===== config.mk =====
export PLATFORM = sky130hd
export DESIGN_NAME = seq_multiplier
export DESIGN_NICKNAME = d
export VERILOG_FILES = /design/src/rtl/seq_mult_pkg.sv /design/src/rtl/seq_mult_ctrl.sv /design/src/rtl/seq_multiplier.sv
export SDC_FILE = /design/constraint.sdc
export NUM_CORES = 1
export LEC_CHECK = 0
export ABC_CLOCK_PERIOD_IN_PS = 6200
export BUFFER_PORTS_ARGS = -buffer_cell sky130_fd_sc_hd__buf_2
export CORE_ASPECT_RATIO = 1.1
export CORE_UTILIZATION = 63
export DETAILED_ROUTE_END_ITERATION = 12
export PLACE_DENSITY_LB_ADDON = 0.25
export SLEW_MARGIN = 20
export SYNTH_ARGS = -nofsm -noshare
export SYNTH_HDL_FRONTEND = slang
export SYNTH_HIERARCHICAL = 1
export SYNTH_SLANG_ARGS = --single-unit

===== constraint.sdc =====
create_clock -name clk -period 6.2 [get_ports clk]
set_input_delay 1.24 -clock clk [delete_from_list [all_inputs] [get_ports clk]]
set_output_delay 1.24 -clock clk [all_outputs]
set_load 0.01 [all_outputs]

===== src/rtl/seq_mult_pkg.sv =====
// ---------------------------------------------------------------------------
// seq_mult_pkg
// Shared definitions for the sequential shift-add multiplier.
//   STATE_W : width of the controller state register
//   state_t : controller states (IDLE, LOAD, ADD, SHIFT, DONE)
// Optional feature macro used by the multiplier: SEQ_MULT_SIGNED_EN
// ---------------------------------------------------------------------------
package seq_mult_pkg;

    localparam int STATE_W = 3;

    typedef enum logic [STATE_W-1:0] {
        IDLE  = 3'd0,
        LOAD  = 3'd1,
        ADD   = 3'd2,
        SHIFT = 3'd3,
        DONE  = 3'd4
    } state_t;

endpackage : seq_mult_pkg


===== src/rtl/seq_mult_ctrl.sv =====
// ---------------------------------------------------------------------------
// seq_mult_ctrl
// Controller FSM for the shift-add multiplier. Holds no datapath state; it
// only sequences the LOAD / ADD / SHIFT / DONE steps from status bits
// reported by the datapath.
// Ports:
//   clk        : system clock, rising edge
//   clr_n      : asynchronous active-low reset
//   start      : operation request, honoured only in IDLE
//   b_zero_now : current multiplier register is zero
//   b_lsb_now  : current multiplier register bit 0
//   bn_zero    : multiplier register shifted right by one is zero
//   bn_lsb     : bit 0 of the shifted multiplier register
//   load       : capture operands into the datapath (accept edge)
//   add_en     : accumulate the shifted multiplicand this cycle
//   shift_en   : shift multiplicand left / multiplier right this cycle
//   busy       : high in LOAD, ADD and SHIFT
//   done       : high for the single DONE cycle
// ---------------------------------------------------------------------------
module seq_mult_ctrl
    import seq_mult_pkg::*;
(
    input  logic clk,
    input  logic clr_n,
    input  logic start,
    input  logic b_zero_now,
    input  logic b_lsb_now,
    input  logic bn_zero,
    input  logic bn_lsb,
    output logic load,
    output logic add_en,
    output logic shift_en,
    output logic busy,
    output logic done
);

    state_t state_q;
    state_t state_d;

    // State register; reset drops any operation in flight back to IDLE.
    always_ff @(posedge clk or negedge clr_n) begin
        if (!clr_n) begin
            state_q <= IDLE;
        end else begin
            state_q <= state_d;
        end
    end

    // Next-state and control decode. The SHIFT decision looks at the
    // post-shift multiplier so that trailing zero bits are skipped without
    // an extra cycle and the operation ends as soon as nothing is left.
    always_comb begin
        state_d  = state_q;
        load     = 1'b0;
        add_en   = 1'b0;
        shift_en = 1'b0;
        busy     = 1'b0;
        done     = 1'b0;
        case (state_q)
            IDLE: begin
                if (start) begin
                    load    = 1'b1;
                    state_d = LOAD;
                end
            end
            LOAD: begin
                busy = 1'b1;
                if (b_zero_now) begin
                    state_d = DONE;
                end else if (b_lsb_now) begin
                    state_d = ADD;
                end else begin
                    state_d = SHIFT;
                end
            end
            ADD: begin
                busy    = 1'b1;
                add_en  = 1'b1;
                state_d = SHIFT;
            end
            SHIFT: begin
                busy     = 1'b1;
                shift_en = 1'b1;
                if (bn_zero) begin
                    state_d = DONE;
                end else if (bn_lsb) begin
                    state_d = ADD;
                end else begin
                    state_d = SHIFT;
                end
            end
            DONE: begin
                done    = 1'b1;
                state_d = IDLE;
            end
            default: begin
                state_d = IDLE;
            end
        endcase
    end

endmodule : seq_mult_ctrl


===== src/rtl/seq_multiplier.sv =====
// ---------------------------------------------------------------------------
// seq_multiplier
// Multi-cycle shift-add multiplier with start/busy/done handshake and early
// termination once the remaining multiplier bits are zero.
// Parameters:
//   WIDTH : operand width (>= 2); product is 2*WIDTH bits
// Ports:
//   clk         : system clock, rising edge
//   clr_n       : asynchronous active-low reset
//   start       : request, accepted only when idle
//   a           : multiplicand, captured on accept
//   b           : multiplier, captured on accept
//   signed_mode : (SEQ_MULT_SIGNED_EN only) treat a/b as two's complement
//   busy        : operation in progress
//   done        : one-cycle pulse, product valid from this cycle on
//   product     : registered result, held until the next result lands
// Optional feature macro: SEQ_MULT_SIGNED_EN
// ---------------------------------------------------------------------------
module seq_multiplier
    import seq_mult_pkg::*;
#(
    parameter int WIDTH = 8
) (
    input  logic               clk,
    input  logic               clr_n,
    input  logic               start,
    input  logic [WIDTH-1:0]   a,
    input  logic [WIDTH-1:0]   b,
`ifdef SEQ_MULT_SIGNED_EN
    input  logic               signed_mode,
`endif
    output logic               busy,
    output logic               done,
    output logic [2*WIDTH-1:0] product
);

    localparam int PW = 2 * WIDTH;
    localparam logic [PW-1:0] ONE_P = {{(PW-1){1'b0}}, 1'b1};

    logic [PW-1:0]    a_reg_q, a_reg_d;
    logic [WIDTH-1:0] b_reg_q, b_reg_d;
    logic [PW-1:0]    acc_q, acc_d;
    logic [PW-1:0]    product_q, product_d;
    logic             neg_q, neg_d;

    logic [WIDTH-1:0] a_in;
    logic [WIDTH-1:0] b_in;
    logic             neg_in;

    logic load, add_en, shift_en;
    logic b_zero_now, b_lsb_now, bn_zero, bn_lsb;
    logic capture;

`ifdef SEQ_MULT_SIGNED_EN
    localparam logic [WIDTH-1:0] ONE_W = {{(WIDTH-1){1'b0}}, 1'b1};

    // Signed operands are reduced to magnitudes before loading, so the
    // unsigned shift-add core is reused unchanged. The most negative value
    // negates to itself, which read as unsigned is exactly its magnitude.
    always_comb begin
        a_in   = a;
        b_in   = b;
        neg_in = 1'b0;
        if (signed_mode) begin
            if (a[WIDTH-1]) begin
                a_in = ~a + ONE_W;
            end
            if (b[WIDTH-1]) begin
                b_in = ~b + ONE_W;
            end
            neg_in = a[WIDTH-1] ^ b[WIDTH-1];
        end
    end
`else
    assign a_in   = a;
    assign b_in   = b;
    assign neg_in = 1'b0;
`endif

    // Status bits for the controller; bn_* describe the multiplier after
    // the shift that happens in the current SHIFT cycle.
    assign b_zero_now = (b_reg_q == '0);
    assign b_lsb_now  = b_reg_q[0];
    assign bn_zero    = (b_reg_q[WIDTH-1:1] == '0);
    assign bn_lsb     = b_reg_q[1];

    seq_mult_ctrl u_ctrl (
        .clk        (clk),
        .clr_n      (clr_n),
        .start      (start),
        .b_zero_now (b_zero_now),
        .b_lsb_now  (b_lsb_now),
        .bn_zero    (bn_zero),
        .bn_lsb     (bn_lsb),
        .load       (load),
        .add_en     (add_en),
        .shift_en   (shift_en),
        .busy       (busy),
        .done       (done)
    );

    // The controller is in LOAD when busy but neither adding nor shifting.
    // The edge that moves it into DONE (from LOAD with b==0, or from SHIFT
    // with nothing left) is the edge that registers the product, so the
    // result is already valid during the done pulse.
    assign capture = (busy & ~add_en & ~shift_en & b_zero_now)
                   | (shift_en & bn_zero);

    // Datapath next-state. load/add_en/shift_en are mutually exclusive.
    always_comb begin
        a_reg_d   = a_reg_q;
        b_reg_d   = b_reg_q;
        acc_d     = acc_q;
        neg_d     = neg_q;
        product_d = product_q;
        if (load) begin
            a_reg_d = {{WIDTH{1'b0}}, a_in};
            b_reg_d = b_in;
            acc_d   = '0;
            neg_d   = neg_in;
        end
        if (add_en) begin
            acc_d = acc_q + a_reg_q;
        end
        if (shift_en) begin
            a_reg_d = a_reg_q << 1;
            b_reg_d = b_reg_q >> 1;
        end
        if (capture) begin
            product_d = neg_q ? (~acc_q + ONE_P) : acc_q;
        end
    end

    // Datapath registers; reset also clears the visible product.
    always_ff @(posedge clk or negedge clr_n) begin
        if (!clr_n) begin
            a_reg_q   <= '0;
            b_reg_q   <= '0;
            acc_q     <= '0;
            neg_q     <= 1'b0;
            product_q <= '0;
        end else begin
            a_reg_q   <= a_reg_d;
            b_reg_q   <= b_reg_d;
            acc_q     <= acc_d;
            neg_q     <= neg_d;
            product_q <= product_d;
        end
    end

    assign product = product_q;

endmodule : seq_multiplier


## Word level (Yosys, flattened, before mapping)

Cells that the tools add are included.

- Add/sub/neg operators: 1
- Equality and inequality tests: 5
- Multiplexer cells: 18
- Bitwise operators: 7
- Reductions and logical operators: 6

Operator list:

| operator | number |
|---|---|
| two-way mux 16 bit | 4 |
| adder 16 bit | 1 |
| two-way mux 8 bit | 2 |
| case mux 3 bit (4 select lines) | 1 |
| two-way mux 3 bit | 3 |
| logical NOT 8 bit | 1 |
| two-way mux 1 bit | 8 |
| logical NOT 7 bit | 1 |
| == test 3 x 2 -> 1 bit, second input constant | 2 |
| AND 1 bit | 4 |
| nonzero test 2 bit | 2 |
| == test 3 x 1 -> 1 bit, second input constant | 1 |
| == test 3 bit, second input constant | 1 |
| logical NOT 3 bit | 1 |
| OR reduction 3 bit | 1 |
| != test 2 bit, second input constant | 1 |
| inverter 1 bit | 2 |
| OR 1 bit | 1 |

- Bits in registers: 59
- Output and inout bits: 18
- Word-level logic and storage cells: 42

## Longest topological paths before layout

Gate-level depths: netlist of run 1.

- Depth after elaboration: 7
- Mapped depth: 9

## Cells and area by module

The synthesis of run 1 kept the hierarchy.

By module, submodules not included:

| module | times used | cells each | area an instance (µm²) | seq. area each (µm²) |
|---|---|---|---|---|
| seq_multiplier | 1 | 279 | 2980.4 | 1401.3 |
| seq_mult_ctrl | 1 | 20 | 201.4 | 75.1 |

## Worst setup path after synthesis of run 1

OpenSTA, ideal clock, no wires.

- Path kind: input-to-reg
- Start: input port start
- End: register acc_q[13]
- Library setup time: 0.124 ns
- Data arrival time: 2.445 ns
- Slack: 3.631 ns
- Stages: 5
- Path buffers: 1
- Path through: nor4b_1 -> clkbuf_1 -> nor2_1 -> a221o_1 -> a211o_1

- Word-level cells in the longest chain between the ends: 3

Ends and longest elaborated chain:

| item | RTL line | source |
|---|---|---|
| from (decl) | seq_multiplier.sv:26 | `input logic start,` |
| two-way mux 1 bit | seq_mult_ctrl.sv:61 | `if (start) begin` |
| two-way mux 1 bit | seq_mult_ctrl.sv:59 | `case (state_q)` |
| nonzero test 2 bit (no source line) | - |  |
| to (signal assigned) | seq_multiplier.sv:139 | `acc_q <= '0;` |
| to (signal assigned) | seq_multiplier.sv:145 | `acc_q <= acc_d;` |
| to (decl) | seq_multiplier.sv:42 | `logic [PW-1:0] acc_q, acc_d;` |

No other way between the ends.
A chain may end at the register's enable or synchronous reset.

## Worst setup path after layout of run 1

- Start: input port start
- End: register acc_q[13]

- Word-level cells in the longest chain between the ends: 3

Ends and longest elaborated chain:

| item | RTL line | source |
|---|---|---|
| two-way mux 1 bit | seq_mult_ctrl.sv:61 |  |
| two-way mux 1 bit | seq_mult_ctrl.sv:59 |  |
| net load | seq_multiplier.sv:50 | `logic load, add_en, shift_en;` |
| nonzero test 2 bit (no source line) | - |  |

The timed path passes the listed nets, and every way through them passes these cells.

==> out/qor.yml, run 1 <==
timing.setup.tns_ns: 0
grt_usage_pct: 26.3
dieArea_um2: 5340
synth_area_leaders: "dfrtp_1 46%, ha_1 5.9%, mux2i_1 5.3%"
diodes: 0
total_power_mw: 1.92
cts_tree: "yes"
slew_viol_final: 0
synth_most_common_cell: "dfrtp_1"
die_h_um: 76.5
post-dp-hpwl_um: 4400
hold_buffers: 0
syn_to_final_growth_pct: 12.6
clock_latency_ns: 0.34
drt-vias-per-instance: 5.95
io_pins: 37
met3_usage_pct: 4.10
clk_pin_slew_ns: 0.06
antenna_found_initial: 0
tightest_slew_ns: 1.10
drv_cap: 0
syn_avg_cell_area_um2: 10.6
grt_pass1_vias: 2333
ys.warnings.count: 6
cts.sinks: 59
leakagePower_nw: 1.69
fmax_mhz: 365
gr-total-overflow: 0
drtIter0Drc: 212
grt_first_pass_wirelength_um: 11000
grt_util_met1_pct: 35.3
finalSetupViolCount: 0
place_congestion: 0.900
cts_setup_buffers: 0
ir_worst_vdd_v: 0.000299
required_ns: 6.48
top_usage_layer: "met2"
synth_cells: 299
io_buffers: 36
worstPathMaxFanout: 25
cts_buffers: 9
wirelength_um: 6430
htree_levels: 3
cts_root_buf: "clkbuf_8"
remaining_drc_errors: 0
synth_commonest_cells: "59 x dfrtp_1, 39 x nand2_1, 33 x o21ai_0, 17 x mux2i_1, 15 x ha_1"
end_kind: "register"
dr.pass1.iters: 4
cp-start-kind: "primary input"
final_core_util_pct: 75.4
layout-drive-gt1-share_pct: 21.7
status: "complete, no violations"
ys_seq_area_share_pct: 46.4
cts_max_path_buffers: 2
synth-seq-cells: 59
slew_headroom_pct: 26.4
core-area_um2: 4750
worst-setup-path-type: "primary input to register"
final_hold_viol_count: 0
min_period_ns: 2.74
yosysUniqueCellTypes: 53
die_x_um: 69.8
rsz0062_at_grt: "false"
worstPathArrival_ns: 3.01
cts_resized: 0
power_density_nw_per_um2: 535
syn_area_um2: 3180
finClkSkew_ns: 0.00751
synth_edf_count: 0
post_drt_wl_per_cell_um: 16.2
final_nets: 371
syn-num-nets: 334
synthFlopType: "dfrtp_1"
async_flop_share_pct: 100
netlist.area_leader.share_pct: 46.4
hold_class: "register to register"
ant_nets: 0
gr-usage-met2_pct: 42.0
final.period_utilization_pct: 44.2
start_util_pct: 67.0
row_count: 26
grt_max_degree: 60
vias: 2363
yosysTopAreaCell: "dfrtp_1"
[layer usage]
layer | up-vias | part of all wire (%)
met1 | 1152 | 45
met2 | 50 | 50
met5 | - | 0
met3 | 14 | 3.0
met4 | 0 | 2.1
li1 | 1147 | -
[layout by cell type (no fill, tap or decap), types with 3 or more instances in the layout]
cell type / instances
inv_1: 6
buf_4: 3
nor3b_1: 4
nand2_1: 39
a21oi_1: 10
and2_1: 3
nand2b_1: 8
o21ai_0: 33
mux2i_1: 17
dfrtp_1: 59
mux2_2: 7
buf_2: 36
nor2b_1: 4
mux2_4: 8
nor2_1: 11
clkbuf_1: 4
a22o_1: 9
clkbuf_8: 10
xnor2_1: 10
ha_1: 15
[power by group]
group          leakage, nW  internal [mW]  switching, mW
sequential           0.774          0.542          0.141
clock               0.0947          0.197          0.147
combinational        0.821          0.415          0.476
total                 1.69           1.15          0.764
[per-stage QoR]
step | std cells | worst slack (ns) | hold WS [ns] | area, um2
final | 397 | 3.46 | 0.482 | 3580
after global routing | 397 | 3.35 | 0.506 | 3580
after CTS | 397 | 3.50 | 0.488 | 3580
after detailed placement | 381 | 3.18 | 0.474 | 3390
after global placement | 381 | 3.22 | 0.461 | 3390
after floorplan | 299 | 3.63 | 0.471 | 3180
[critical path, stage by stage]
cell and delay, ns:
buf_2 0.10, nor4b_2 0.14, buf_4 0.25, nor2_1 0.85
a221o_1 0.31, a211o_1 0.10
[sequential cells by signal, indices dropped and copies added (netlist names)]
signal / count
u_ctrl/state_q: 3
product: 16
a_reg_q: 16
acc_q: 16
b_reg_q: 8
[final timing paths]
| path | slack, ns | depth (start not counted) | endpoint | startpoint |
|---|---|---|---|---|
| max | 3.46 | 6 | acc_q[13] | start |
| min | 0.48 | 2 | product[1] | product[1] |
| max reg2reg | 3.71 | 3 | product[2] | u_ctrl/state_q[1] |
| min reg2reg | 0.48 | 2 | product[1] | product[1] |
| max in group asynchronous | 4.68 | 2 | a_reg_q[4] | clr_n |
| min in group asynchronous | 1.04 | 2 | u_ctrl/state_q[2] | clr_n |
[logic make-up (layout without fill, tap and decap cells)]
logic type	after synthesis	after routing	share of synthesized area, %
AO/OA/AOI/OAI	77	77	15.7
XOR/XNOR	12	12	3.30
adder cells (fa/ha/maj)	16	16	6.53
buffers and inverters	19	61	2.79
flip-flops	59	59	46.4
multiplexers	32	32	11.6
AND/OR/NAND/NOR	84	84	13.6
[cell type report]
type,count,area (um2)
Tap cell,56,70.1
Timing Repair Buffer,39,203
Clock buffer,14,153
Multi-Input combinational cell,221,1620
Clock inverter,2,35.0
Fill cell,336,1170
Inverter,6,22.5
Sequential cell,59,1480
Power figures use the tool's default switching activity.
==> run 2: changes to the inputs <==
--- a/config.mk
+++ b/config.mk
@@ -5,10 +5,10 @@
 export SDC_FILE = /design/constraint.sdc
 export NUM_CORES = 1
 export LEC_CHECK = 0
-export ABC_CLOCK_PERIOD_IN_PS = 6200
+export ABC_CLOCK_PERIOD_IN_PS = 2800
 export BUFFER_PORTS_ARGS = -buffer_cell sky130_fd_sc_hd__buf_2
 export CORE_ASPECT_RATIO = 1.1
-export CORE_UTILIZATION = 63
+export CORE_UTILIZATION = 58
 export DETAILED_ROUTE_END_ITERATION = 12
 export PLACE_DENSITY_LB_ADDON = 0.25
 export SLEW_MARGIN = 20
==> constraint.sdc (replaced) <==
create_clock -name clk -period 2.8 [get_ports clk]
set_input_delay 0.56 -clock clk [delete_from_list [all_inputs] [get_ports clk]]
set_output_delay 0.56 -clock clk [all_outputs]
set_load 0.01 [all_outputs]
==> out/qor.yml, run 2 (synthesis results as in run 1) <==
status: "complete, no violations"  # unchanged
timing.setup.tns_ns: 0  # unchanged
slew_headroom_pct: 52.4  # was 26.4%
core-area_um2: 5130  # was 4750 um2
slew_viol_final: 0  # unchanged
grt_usage_pct: 25.4  # was 26.3%
cts.sinks: 59  # unchanged
multi_input_area_um2: 1630  # was 1620 um2
hold_class: "primary input to asynchronous set/reset pin"  # was register to register
fillers: 421  # was 336
remaining_drc_errors: 0  # unchanged
syn_to_final_growth_pct: 15.6  # was 12.6%
cts_root_buf: "clkbuf_8"  # unchanged
layout_commonest_cell: "dfrtp_1"  # unchanged
place_congestion: 0.981  # was 0.900
worstPathMaxFanout: 5  # was 25
rsz0062_at_grt: "false"  # unchanged
layout-drive-gt1-share_pct: 23.0  # was 21.7%
worstRegToRegCells: 7  # was 3
cp-endpoint: "acc_q[15]"  # was acc_q[13]
drv_cap: 0  # unchanged
cts_tree: "yes"  # unchanged
final_hold_viol_count: 0  # unchanged
io_pins: 37  # unchanged
required_ns: 3.04  # was 6.48 ns
drtIter0Drc: 118  # was 212
mostFrequentLayoutCells: "59 x dfrtp_1, 39 x nand2_1, 36 x buf_2, 33 x o21ai_0, 17 x mux2i_1"  # unchanged
dr.max_layer_used: "met4"  # unchanged
wl_met2_um: 3110  # was 3210 um
htree_levels: 3  # unchanged
finalSetupViolCount: 0  # unchanged
cp-start-kind: "register"  # was primary input
finClkSkew_ns: 0.00802  # was 0.00751 ns
ir_worst_vdd_v: 0.000655  # was 0.000299 V
end_kind: "register"  # unchanged
ff_latch_area_um2: 1480  # unchanged
grt_first_pass_wirelength_um: 10800  # was 11000 um
clk_pin_slew_ns: 0.07  # was 0.06 ns
grt_max_degree: 46  # was 60
clock_latency_ns: 0.34  # about the same
dr.pass1.iters: 4  # unchanged
wirelength_um: 6310  # was 6430 um
cts_max_path_buffers: 2  # unchanged
fmax_mhz: 428
io_buffers: 36  # unchanged
cts_buffers: 9  # unchanged
r2r_setup_slack_ns: 0.46  # was 3.71 ns
timing.rr.end: "acc_q[15]"  # was product[2]
grt_pass1_vias: 2268  # was 2333
power_density_nw_per_um2: 1200  # was 535 nW/um2
post_drt_wl_per_cell_um: 15.2  # was 16.2 um
dieArea_um2: 5790  # was 5340 um2
min_period_ns: 2.34
tightest_slew_ns: 0.711  # was 1.10 ns
drt-vias-per-instance: 5.50  # was 5.95
hold_buffers: 0  # unchanged
leakagePower_nw: 1.72  # was 1.69 nW
vias: 2283  # was 2363
post-dp-hpwl_um: 4500  # was 4400 um
cts_setup_buffers: 0  # unchanged
wl_met1_um: 2910  # was 2890 um
worstPathArrival_ns: 2.57  # was 3.01 ns
cts_resized: 0  # unchanged
worst-setup-path-type: "register to register"  # was primary input to register
row_count: 27  # was 26
die_x_um: 72.6  # was 69.8 um
r2r_start: "a_reg_q[4]"  # was u_ctrl/state_q[1]
met3_length_um: 149  # was 191 um
start_util_pct: 62.0  # was 67.0%
final.period_utilization_pct: 83.4
diodes: 0  # unchanged
die_h_um: 79.7  # was 76.5 um
gr-total-overflow: 0  # unchanged
final_nets: 373  # was 371
antenna_found_initial: 0  # unchanged
ant_nets: 0  # unchanged
crit_start: "a_reg_q[4]"  # was start
whs_ns: 0.205  # was 0.482 ns
run 2: cell count changes in the layout (fill, tap and decap cells not counted):
cell / delta
clkbuf_1: -3
buf_12: +1
buf_4: +1
bufinv_16: +1
clkbuf_8: +1
clkinvlp_4: +1
o21ai_2: -1
o21ai_4: +1
run 2: worst max-delay path: stages, from the launching register on:
cell and delay, ns:
dfrtp_1 0.40, ha_1 0.37, a21oi_1 0.31, o211a_1 0.26, o22ai_1 0.14, o41a_1 0.45, xnor2_1 0.13, a22o_1 0.18
run 2: worst min-delay path by stage:
| stage | startpoint | end | slack, ns | cells past startpoint |
|---|---|---|---|---|
| final | clr_n | u_ctrl/state_q[2] | 0.21 | 1 |
| after global routing | clr_n | u_ctrl/state_q[0] | 0.25 | 1 |
| after CTS | clr_n | u_ctrl/state_q[0] | 0.22 | 1 |
| after detailed placement | product[1] | product[1] | 0.48 | 2 |
| after global placement | product[1] | product[1] | 0.46 | 2 |
| after floorplan | clr_n | a_reg_q[0] | 0.26 | 0 |
run 2: power by group:
part           leakage [nW]  switching, mW  total [mW]  internal, mW
Clock                 0.113          0.331       0.880         0.548
Combinational         0.836           1.08        2.02         0.946
Sequential            0.774          0.303        1.50          1.20
run 2: layout make-up:
type	instances	share of cell area (%)
clock inverter	4	1.97
inverter	6	0.612
sequential	59	40.1
tap	72	2.45
clock buffer	12	4.22
multi-input combinational	221	44.3
timing repair buffer	41	6.26
run 2: metrics by stage:
| stage | std cells | setup slack, ns | total power [mW] | area, um2 | util, % |
|---|---|---|---|---|---|
| final | 415 | 0.465 | 4.41 | 3680 | 71.6 |
| after global routing | 415 | 0.323 | 4.75 | 3680 | 71.6 |
| after CTS | 415 | 0.467 | 4.43 | 3670 | 71.5 |
| after detailed placement | 399 | 0.480 | 3.52 | 3440 | 67.0 |
| after global placement | 399 | 0.561 | 3.46 | 3440 | 67.0 |
| after floorplan | 299 | 0.657 | 3.02 | 3180 | - |
run 2: per-layer routing:
layer,vias to the layer above,GRT usage [%]
li1,1153,-
met1,1087,32.3
met2,33,40.8
met3,10,5.05
met4,0,13.1
met5,-,0
==> run 3: changes to the inputs <==
--- a/config.mk
+++ b/config.mk
@@ -5,7 +5,7 @@
 export SDC_FILE = /design/constraint.sdc
 export NUM_CORES = 1
 export LEC_CHECK = 0
-export ABC_CLOCK_PERIOD_IN_PS = 2800
+export ABC_CLOCK_PERIOD_IN_PS = 2400
 export BUFFER_PORTS_ARGS = -buffer_cell sky130_fd_sc_hd__buf_2
 export CORE_ASPECT_RATIO = 1.1
 export CORE_UTILIZATION = 58
==> constraint.sdc (replaced) <==
create_clock -name clk -period 2.4 [get_ports clk]
set_input_delay 0.48 -clock clk [delete_from_list [all_inputs] [get_ports clk]]
set_output_delay 0.48 -clock clk [all_outputs]
set_load 0.01 [all_outputs]
==> out/qor.yml, run 3 (synthesis results as in run 1) <==
ant_nets: 0  # unchanged
cts_buffers: 9  # unchanged
cts_max_path_buffers: 2  # unchanged
clk_pin_slew_ns: 0.06  # was 0.07 ns
grt_usage_pct: 26.5  # was 25.4%
r2r_setup_slack_ns: 0.15  # was 0.46 ns
worstPathArrival_ns: 2.48  # was 2.57 ns
cts_tree: "yes"  # unchanged
top_usage_layer: "met2"  # unchanged
grt_util_met1_pct: 33.6  # was 32.3%
drt-vias-per-instance: 5.62  # was 5.50
dr.pass1.iters: 4  # unchanged
timing.rr.end: "acc_q[8]"  # was acc_q[15]
layout_commonest_cell: "dfrtp_1"  # unchanged
fmax_mhz: 444  # was 428 MHz
post-dp-hpwl_um: 4760  # was 4500 um
io_pins: 37  # unchanged
gr-total-overflow: 0  # unchanged
finalSetupViolCount: 0  # unchanged
grt_first_pass_wirelength_um: 11400  # was 10800 um
core-area_um2: 5130  # unchanged
wirelength_um: 6680  # was 6310 um
worstPathMaxFanout: 4  # was 5
cp-start-kind: "register"  # unchanged
place_congestion: 0.922  # was 0.981
diodes: 0  # unchanged
worst-setup-path-type: "register to register"  # unchanged
ir_worst_vdd_v: 0.000667  # was 0.000655 V
layout-drive-gt1-share_pct: 24.6  # was 23.0%
drtIter0Drc: 188  # was 118
grt_max_degree: 46  # unchanged
required_ns: 2.62  # was 3.04 ns
r2r_start: "a_reg_q[2]"  # was a_reg_q[4]
slew_viol_final: 0  # unchanged
leakagePower_nw: 1.72  # about the same
final.period_utilization_pct: 93.9  # was 83.4%
final_hold_viol_count: 0  # unchanged
io_buffers: 36  # unchanged
dp_slack_ns: 0.0850  # was 0.480 ns
rsz0062_at_grt: "false"  # unchanged
postLayoutSetupSlackWorst_ns: 0.147  # was 0.465 ns
post_drt_wl_per_cell_um: 16.0  # was 15.2 um
grt_pass1_vias: 2393  # was 2268
htree_levels: 3  # unchanged
finClkSkew_ns: 0.00440  # was 0.00802 ns
remaining_drc_errors: 0  # unchanged
syn_to_final_growth_pct: 15.1  # was 15.6%
power_density_nw_per_um2: 1360  # was 1200 nW/um2
hold_class: "primary input to asynchronous set/reset pin"  # unchanged
met3_usage_pct: 4.29  # was 5.05%
worstRegToRegCells: 7  # unchanged
row_count: 27  # unchanged
cts_root_buf: "clkbuf_8"  # unchanged
drv_cap: 0  # unchanged
end_kind: "register"  # unchanged
start_util_pct: 62.0  # unchanged
final_nets: 376  # was 373
timing.setup.tns_ns: 0  # unchanged
slew_headroom_pct: 53.4  # was 52.4%
vias: 2348  # was 2283
die_h_um: 79.7  # unchanged
dieArea_um2: 5790  # unchanged
tightest_slew_ns: 0.697  # was 0.711 ns
whs_ns: 0.160  # was 0.205 ns
clock_latency_ns: 0.34  # about the same
die_x_um: 72.6  # unchanged
mostFrequentLayoutCells: "59 x dfrtp_1, 39 x nand2_1, 36 x buf_2, 33 x o21ai_0, 17 x mux2i_1"  # unchanged
min_period_ns: 2.25  # was 2.34 ns
antenna_found_initial: 0  # unchanged
gr-usage-met2_pct: 44.4  # was 40.8%
cts.sinks: 59  # unchanged
hold_buffers: 0  # unchanged
status: "complete, no violations"  # unchanged
-- run 3: final cells by class --
class                           count  area, um2
Clock buffer                       14        163
Clock inverter                      2       10.0
Fill cell                         409       1470
Inverter                            6       22.5
Multi-Input combinational cell    221       1650
Sequential cell                    59       1480
Tap cell                           72       90.1
Timing Repair Buffer               44        253
-- run 3: worst max-delay path by stage --
stage	start	endpoint	depth (start not counted)	slack, ns
after global placement	a_reg_q[4]	acc_q[15]	7	0.16
after floorplan	a_reg_q[4]	acc_q[15]	7	0.26
final	a_reg_q[2]	acc_q[8]	7	0.15
after CTS	u_ctrl/state_q[1]	product[2]	4	0.07
after global routing	a_reg_q[0]	acc_q[8]	9	0.01
after detailed placement	u_ctrl/state_q[1]	product[2]	4	0.09
-- run 3: power breakdown --
| part | internal [mW] | leakage, nW | switching [mW] |
|---|---|---|---|
| Clock | 0.429 | 0.0905 | 0.377 |
| Sequential | 1.40 | 0.774 | 0.357 |
| Combinational | 1.13 | 0.852 | 1.29 |
-- run 3: per-stage QoR --
step | power [mW] | instance area, um2 | utilization (%) | instances
after floorplan | 3.53 | 3180 | - | 299
after global placement | 4.03 | 3450 | 67.2 | 400
after detailed placement | 4.14 | 3450 | 67.2 | 400
after CTS | 4.96 | 3620 | 70.5 | 416
after global routing | 5.36 | 3660 | 71.3 | 418
final | 4.98 | 3660 | 71.3 | 418
-- run 3: per-layer routing --
| layer | part of all wire, % | routed length (um) |
|---|---|---|
| met3 | 2.8 | 186 |
| met1 | 44 | 2950 |
| met2 | 51 | 3400 |
| met4 | 2.2 | 146 |
| met5 | 0 | 0 |
-- run 3: critical path, stage by stage, from the launching register on --
cell      delay [ns]
dfrtp_1         0.41
ha_1            0.37
nor2b_1         0.17
o211ai_1        0.28
a31oi_2         0.15
o21a_1          0.21
or3_1           0.31
a32o_1          0.25
-- run 3: what timing repair did --
item / CTS / global route
endpoints found under the setup margin: 0 / 2
buffers inserted: 0 / 2
endpoints found under the hold margin: 0 / 0
resized for setup: 0 / 5
